[src/rtl/led_blink_ctrl.sv]
// -----------------------------------------------------------------------------
// led_blink_ctrl
//   Multi-channel LED driver. Each channel is independently configured as
//   off, on, blink (software-set half period counted in prescaler ticks) or
//   PWM (duty compare against a free-running counter).
//
//   Optional feature macro: LED_PWM_EN
//     defined   : PWM mode, per-channel duty registers and pwm_cnt present.
//     undefined : no duty registers or pwm_cnt, cfg_duty is ignored and
//                 mode 11 drives the LED on, exactly like mode 01.
//
// Ports
//   sys_clk      in   system clock
//   sys_rst      in   asynchronous, active-high reset
//   cfg_we       in   configuration write strobe (single-cycle pulse)
//   cfg_idx      in   channel addressed by the write
//   cfg_mode     in   00 off, 01 on, 10 blink, 11 pwm
//   cfg_half     in   blink half period in ticks, minus one
//   cfg_duty     in   PWM duty value
//   cfg_ack      out  one-cycle pulse the cycle after an accepted write
//   sync_restart in   clears blink phase of every channel
//   led          out  registered LED drive, bit i = channel i
//
// Handshake: a write is accepted when cfg_we=1 and cfg_idx addresses an
// existing channel; there is no back-pressure, so cfg_ack only reports that
// the write landed. Out-of-range writes are dropped silently (no ack).
// -----------------------------------------------------------------------------
module led_blink_ctrl #(
  parameter int NB_LEDS  = 8,
  parameter int CNT_MAX  = 999999,
  parameter int PWM_BITS = 4,
  localparam int IDX_W   = (NB_LEDS > 1) ? $clog2(NB_LEDS) : 1
) (
  input  logic                sys_clk,
  input  logic                sys_rst,
  input  logic                cfg_we,
  input  logic [IDX_W-1:0]    cfg_idx,
  input  logic [1:0]          cfg_mode,
  input  logic [7:0]          cfg_half,
  input  logic [PWM_BITS-1:0] cfg_duty,
  output logic                cfg_ack,
  input  logic                sync_restart,
  output logic [NB_LEDS-1:0]  led
);

  typedef enum logic [1:0] {
    MODE_OFF   = 2'b00,
    MODE_ON    = 2'b01,
    MODE_BLINK = 2'b10,
    MODE_PWM   = 2'b11
  } mode_t;

  localparam int PS_W = (CNT_MAX > 0) ? $clog2(CNT_MAX + 1) : 1;
  localparam logic [PS_W-1:0]  PS_MAX = PS_W'(CNT_MAX);
  // One extra bit so NB_LEDS itself is representable for the range compare.
  localparam logic [IDX_W:0]   NB_CMP = (IDX_W + 1)'(NB_LEDS);

  // ---------------------------------------------------------------------------
  // Tick prescaler: tick is high for the single cycle where the count sits at
  // its terminal value, giving one tick every CNT_MAX+1 cycles.
  // ---------------------------------------------------------------------------
  logic [PS_W-1:0] presc;
  logic            tick;

  assign tick = (presc == PS_MAX);

  always_ff @(posedge sys_clk or posedge sys_rst) begin
    if (sys_rst) begin
      presc <= '0;
    end else if (tick) begin
      presc <= '0;
    end else begin
      presc <= presc + 1'b1;
    end
  end

  // ---------------------------------------------------------------------------
  // Write decode
  // ---------------------------------------------------------------------------
  logic               wr_ok;
  logic [NB_LEDS-1:0] wr_sel;

  assign wr_ok = cfg_we && ({1'b0, cfg_idx} < NB_CMP);

  always_comb begin
    wr_sel = '0;
    for (int i = 0; i < NB_LEDS; i++) begin
      wr_sel[i] = wr_ok && (cfg_idx == IDX_W'(i));
    end
  end

  always_ff @(posedge sys_clk or posedge sys_rst) begin
    if (sys_rst) begin
      cfg_ack <= 1'b0;
    end else begin
      cfg_ack <= wr_ok;
    end
  end

  // ---------------------------------------------------------------------------
  // Per-channel configuration registers
  // ---------------------------------------------------------------------------
  mode_t      mode_q [NB_LEDS];
  logic [7:0] half_q [NB_LEDS];

  always_ff @(posedge sys_clk or posedge sys_rst) begin
    if (sys_rst) begin
      for (int i = 0; i < NB_LEDS; i++) begin
        mode_q[i] <= MODE_OFF;
        half_q[i] <= '0;
      end
    end else begin
      for (int i = 0; i < NB_LEDS; i++) begin
        if (wr_sel[i]) begin
          mode_q[i] <= mode_t'(cfg_mode);
          half_q[i] <= cfg_half;
        end
      end
    end
  end

  // ---------------------------------------------------------------------------
  // Blink phase. Restart (global or from a write to the channel) wins over a
  // coincident tick so the new phase always starts from a clean zero.
  // ---------------------------------------------------------------------------
  logic [7:0]         bcnt_q [NB_LEDS];
  logic [NB_LEDS-1:0] ph_q;

  always_ff @(posedge sys_clk or posedge sys_rst) begin
    if (sys_rst) begin
      ph_q <= '0;
      for (int i = 0; i < NB_LEDS; i++) begin
        bcnt_q[i] <= '0;
      end
    end else begin
      for (int i = 0; i < NB_LEDS; i++) begin
        if (sync_restart || wr_sel[i] || (mode_q[i] != MODE_BLINK)) begin
          bcnt_q[i] <= '0;
          ph_q[i]   <= 1'b0;
        end else if (tick) begin
          if (bcnt_q[i] >= half_q[i]) begin
            bcnt_q[i] <= '0;
            ph_q[i]   <= ~ph_q[i];
          end else begin
            bcnt_q[i] <= bcnt_q[i] + 8'd1;
          end
        end
      end
    end
  end

  // ---------------------------------------------------------------------------
  // PWM compare (only built with LED_PWM_EN)
  // ---------------------------------------------------------------------------
  logic [NB_LEDS-1:0] pwm_out;

`ifdef LED_PWM_EN
  logic [PWM_BITS-1:0] pwm_cnt;
  logic [PWM_BITS-1:0] duty_q [NB_LEDS];

  always_ff @(posedge sys_clk or posedge sys_rst) begin
    if (sys_rst) begin
      pwm_cnt <= '0;
    end else begin
      pwm_cnt <= pwm_cnt + 1'b1;
    end
  end

  always_ff @(posedge sys_clk or posedge sys_rst) begin
    if (sys_rst) begin
      for (int i = 0; i < NB_LEDS; i++) begin
        duty_q[i] <= '0;
      end
    end else begin
      for (int i = 0; i < NB_LEDS; i++) begin
        if (wr_sel[i]) begin
          duty_q[i] <= cfg_duty;
        end
      end
    end
  end

  // Strict less-than: duty 0 never lights, full-scale duty leaves one dark
  // slot per PWM period.
  always_comb begin
    pwm_out = '0;
    for (int i = 0; i < NB_LEDS; i++) begin
      pwm_out[i] = (pwm_cnt < duty_q[i]);
    end
  end
`else
  // Without PWM support mode 11 simply lights the LED.
  logic unused_duty;
  assign unused_duty = ^cfg_duty;
  assign pwm_out     = '1;
`endif

  // ---------------------------------------------------------------------------
  // Registered LED output
  // ---------------------------------------------------------------------------
  logic [NB_LEDS-1:0] led_d;

  always_comb begin
    led_d = '0;
    for (int i = 0; i < NB_LEDS; i++) begin
      case (mode_q[i])
        MODE_OFF:   led_d[i] = 1'b0;
        MODE_ON:    led_d[i] = 1'b1;
        MODE_BLINK: led_d[i] = ph_q[i];
        MODE_PWM:   led_d[i] = pwm_out[i];
        default:    led_d[i] = 1'b0;
      endcase
    end
  end

  always_ff @(posedge sys_clk or posedge sys_rst) begin
    if (sys_rst) begin
      led <= '0;
    end else begin
      led <= led_d;
    end
  end

endmodule

[config.mk]
export PLATFORM = sky130hd
export DESIGN_NAME = led_blink_ctrl
export DESIGN_NICKNAME = d
export VERILOG_FILES = /design/src/rtl/led_blink_ctrl.sv
export SDC_FILE = /design/constraint.sdc
export NUM_CORES = 1
export LEC_CHECK = 0
export CAP_MARGIN = 15
export CORE_MARGIN = 2
export CORE_UTILIZATION = 23
export CTS_CLUSTER_DIAMETER = 200
export DETAILED_ROUTE_END_ITERATION = 16
export SKIP_CTS_REPAIR_TIMING = 1
export SYNTH_ARGS = -nofsm -noshare
export SYNTH_HDL_FRONTEND = slang
export SYNTH_SLANG_ARGS = --single-unit
[constraint.sdc]
create_clock -name sys_clk -period 8.35 [get_ports sys_clk]
set_input_delay 1.2525 -clock sys_clk [delete_from_list [all_inputs] [get_ports sys_clk]]
set_output_delay 1.2525 -clock sys_clk [all_outputs]
set_load 0.02 [all_outputs]
==> impl_metrics.json <==
{
  "synth_top_cell_by_area": "dfrtp_1",
  "final_common_cell": "dfrtp_1",
  "ios": 30,
  "grt_pass1_vias": 7398,
  "startpoint": "cfg_we",
  "required_ps": 8660,
  "yosysSeqAreaShare": 0.468,
  "initialDrtViolationCount": 444,
  "synth_area_per_cell_um2": 9.80,
  "p_leak_uw": 0.00471,
  "mostFrequentLayoutCells": "181 x dfrtp_1, 105 x nand2_1, 105 x nand3_1",
  "combPwrFrac": 0.143,
  "yosys_warnings": 0,
  "place_hpwl_um": 14700,
  "min-delay-start": "mode_q[10]",
  "first_pass_iters": 5,
  "setup-violations-final": 0,
  "synth_cell_type_count": 51,
  "coreArea_um2": 41800,
  "hold_class": "register to register",
  "end_kind": "register",
  "overflow": 0,
  "power.density_nw_per_um2": 190,
  "power.switching_uw": 556,
  "max_freq_ghz": 0.326,
  "placed_cells": 1520,
  "root_buffer": "clkbuf_16",
  "clk_pin_slew_ps": 70,
  "r2r_slack_ps": 5310,
  "max_cap_viol_count": 0,
  "clock-skew-final_ps": 9.46,
  "synthesis.instances": 988,
  "slew-limit-headroom": 0.324,
  "hold_viol_final": 0,
  "die_y_um": 209,
  "grt_pass1_wl_um": 37100,
  "yosysTopAreaCellShare": 0.468,
  "drc": 0,
  "area_growth_pct": 14.5,
  "finalMaxSlewViolations": 0,
  "vias_per_cell": 4.77,
  "clkSinkCount": 181,
  "synth-compound-area-share": 0.125,
  "synth_adder_area_share": 0.0943,
  "ant_nets": 0,
  "period_minus_slack_ps": 3070,
  "synthMuxAreaShare": 0.0605,
  "period_share": 0.367,
  "num_rows": 75,
  "switching_share": 0.263,
  "clock_path_buffers": 2,
  "reg2reg_from": "presc[0]",
  "fp.dieW_um": 209,
  "cp-start-kind": "input pin",
  "clock_power_share": 0.378,
  "rsz0062_at_grt": "no",
  "synth-simple-area-share": 0.195,
  "nets": 1095,
  "worstPathMaxFanout": 18,
  "cp.arrival_ps": 3380,
  "dieArea_um2": 43800,
  "drive_gt1_frac": 0.103,
  "setup-tns-final_ps": 0,
  "synth_ff_type": "dfrtp_1",
  "syn_area_um2": 9690,
  "outcome": "completed",
  "routed_wl_um": 22100,
  "intPower_uw": 1550,
  "worst_pin_slew_ps": 1010,
  "synth_top_family_by_area": "simple AND/OR/NAND/NOR gates",
  "peakVddDrop_mv": 0.139,
  "portBuffers": 25,
  "cts_tree": "built",
  "routedWlPerCell_um": 14.3,
  "p_seq_frac": 0.479,
  "synth_edf_count": 0,
  "diodes": 0,
  "clock_latency_ps": 430,
  "fin_cells": 1552,
  "ys_async_sr_fraction": 1.00,
  "worst-setup-path-type": "input pin to register",
  "place_congestion": 0.747,
  "cts_buffers": 17,
  "synthTopCellsByArea": "dfrtp_1 47%, ha_1 9.4%, mux2_2 6.0%, nand3_1 5.4%, nand2_1 4.1%",
  "antenna_found_initial": 0,
  "grtUsageTotal": 0.105,
  "synth_xor_area_frac": 0.0127,
  "yosys_register_bits": 181,
  "initial_utilization": 0.232,
  "htree_levels": 4,
  "syn-num-nets": 1082,
  "grt_start_max_net_pins": 67,
  "vias": 7402
}
[power groups by stage]
stage	Sequential [uW]	Combinational, uW	Clock, uW
2_1_floorplan	1030	203	0
3_3_place_gp	1020	295	0
3_5_place_dp	1030	305	0
4_1_cts	1010	307	815
5_1_grt	1020	345	847
6_report	1010	301	797
[cell type report]
class                      instances  area [um^2]
fill                            4364        30700
multi-input combinational        701         4740
sequential                       181         4530
tap                              539          674
clock buffer                      21          450
timing repair buffer              33          318
inverter                          67          256
clock inverter                    10          125
[per-layer routing]
metal | global-route usage | share of wire | up-vias
li1 | - | - | 3587
met2 | 0.180 | 0.49 | 114
met5 | 0 | 0 | -
met4 | 0.0429 | 0.022 | 0
met3 | 0.0177 | 0.030 | 28
met1 | 0.131 | 0.46 | 3673
[sequential cells by signal, summed over array words and instances, names as in the netlist]
register and count:
bcnt_q 64, half_q 64, presc 20, mode_q 16
led 8, ph_q 8, cfg_ack 1
[worst max-delay path, stage by stage]
cell,delay [ps]
clkdlybuf4s50_1,650
nand2b_1,170
nor3b_2,830
or4b_2,400
a21oi_1,70
[kinds of logic (layout without fill, tap and decap cells)]
family          count (synthesis)  count (layout)
simple gates                  374             374
compound gates                188             188
flops                         181             181
buf+inv                       106             131
fa+ha+maj                      73              73
mux                            52              52
xor+xnor                       14              14
[final timing paths]
path | end | cells past startpoint
max | bcnt_q[40] | 5
min | led[2] | 1
max reg2reg | bcnt_q[22] | 7
min reg2reg | led[2] | 1
max in group asynchronous | bcnt_q[49] | 3
min in group asynchronous | bcnt_q[21] | 2
[Yosys cell counts, types with 7 or more instances]
master	n
and3_1	7
nand4b_1	11
nand3_1	105
a21oi_1	34
nand4_1	15
o21a_1	11
inv_1	67
xor2_1	8
dfrtp_1	181
or3_1	9
nor3_1	16
nand2b_1	9
o211ai_1	8
nand3b_1	7
and2_1	7
mux2_2	52
a31oi_1	40
clkbuf_1	28
ha_1	73
a22oi_1	8
o21ai_0	42
a21o_1	14
nor2_1	56
nand2_1	105
[stage by stage]
step / total power (uW) / hold slack [ps] / area, um^2 / setup slack, ps / util
floorplan: 1230 / 438 / 9690 / 2180 / -
CTS: 2130 / 489 / 11100 / 5210 / 0.265
finish: 2110 / 483 / 11100 / 5280 / 0.266
global route: 2220 / 513 / 11100 / 5040 / 0.266
detailed placement: 1330 / 472 / 10500 / 4830 / 0.251
global placement: 1320 / 462 / 10500 / 4850 / 0.251
No activity file was read; power rests on OpenSTA's default activity.
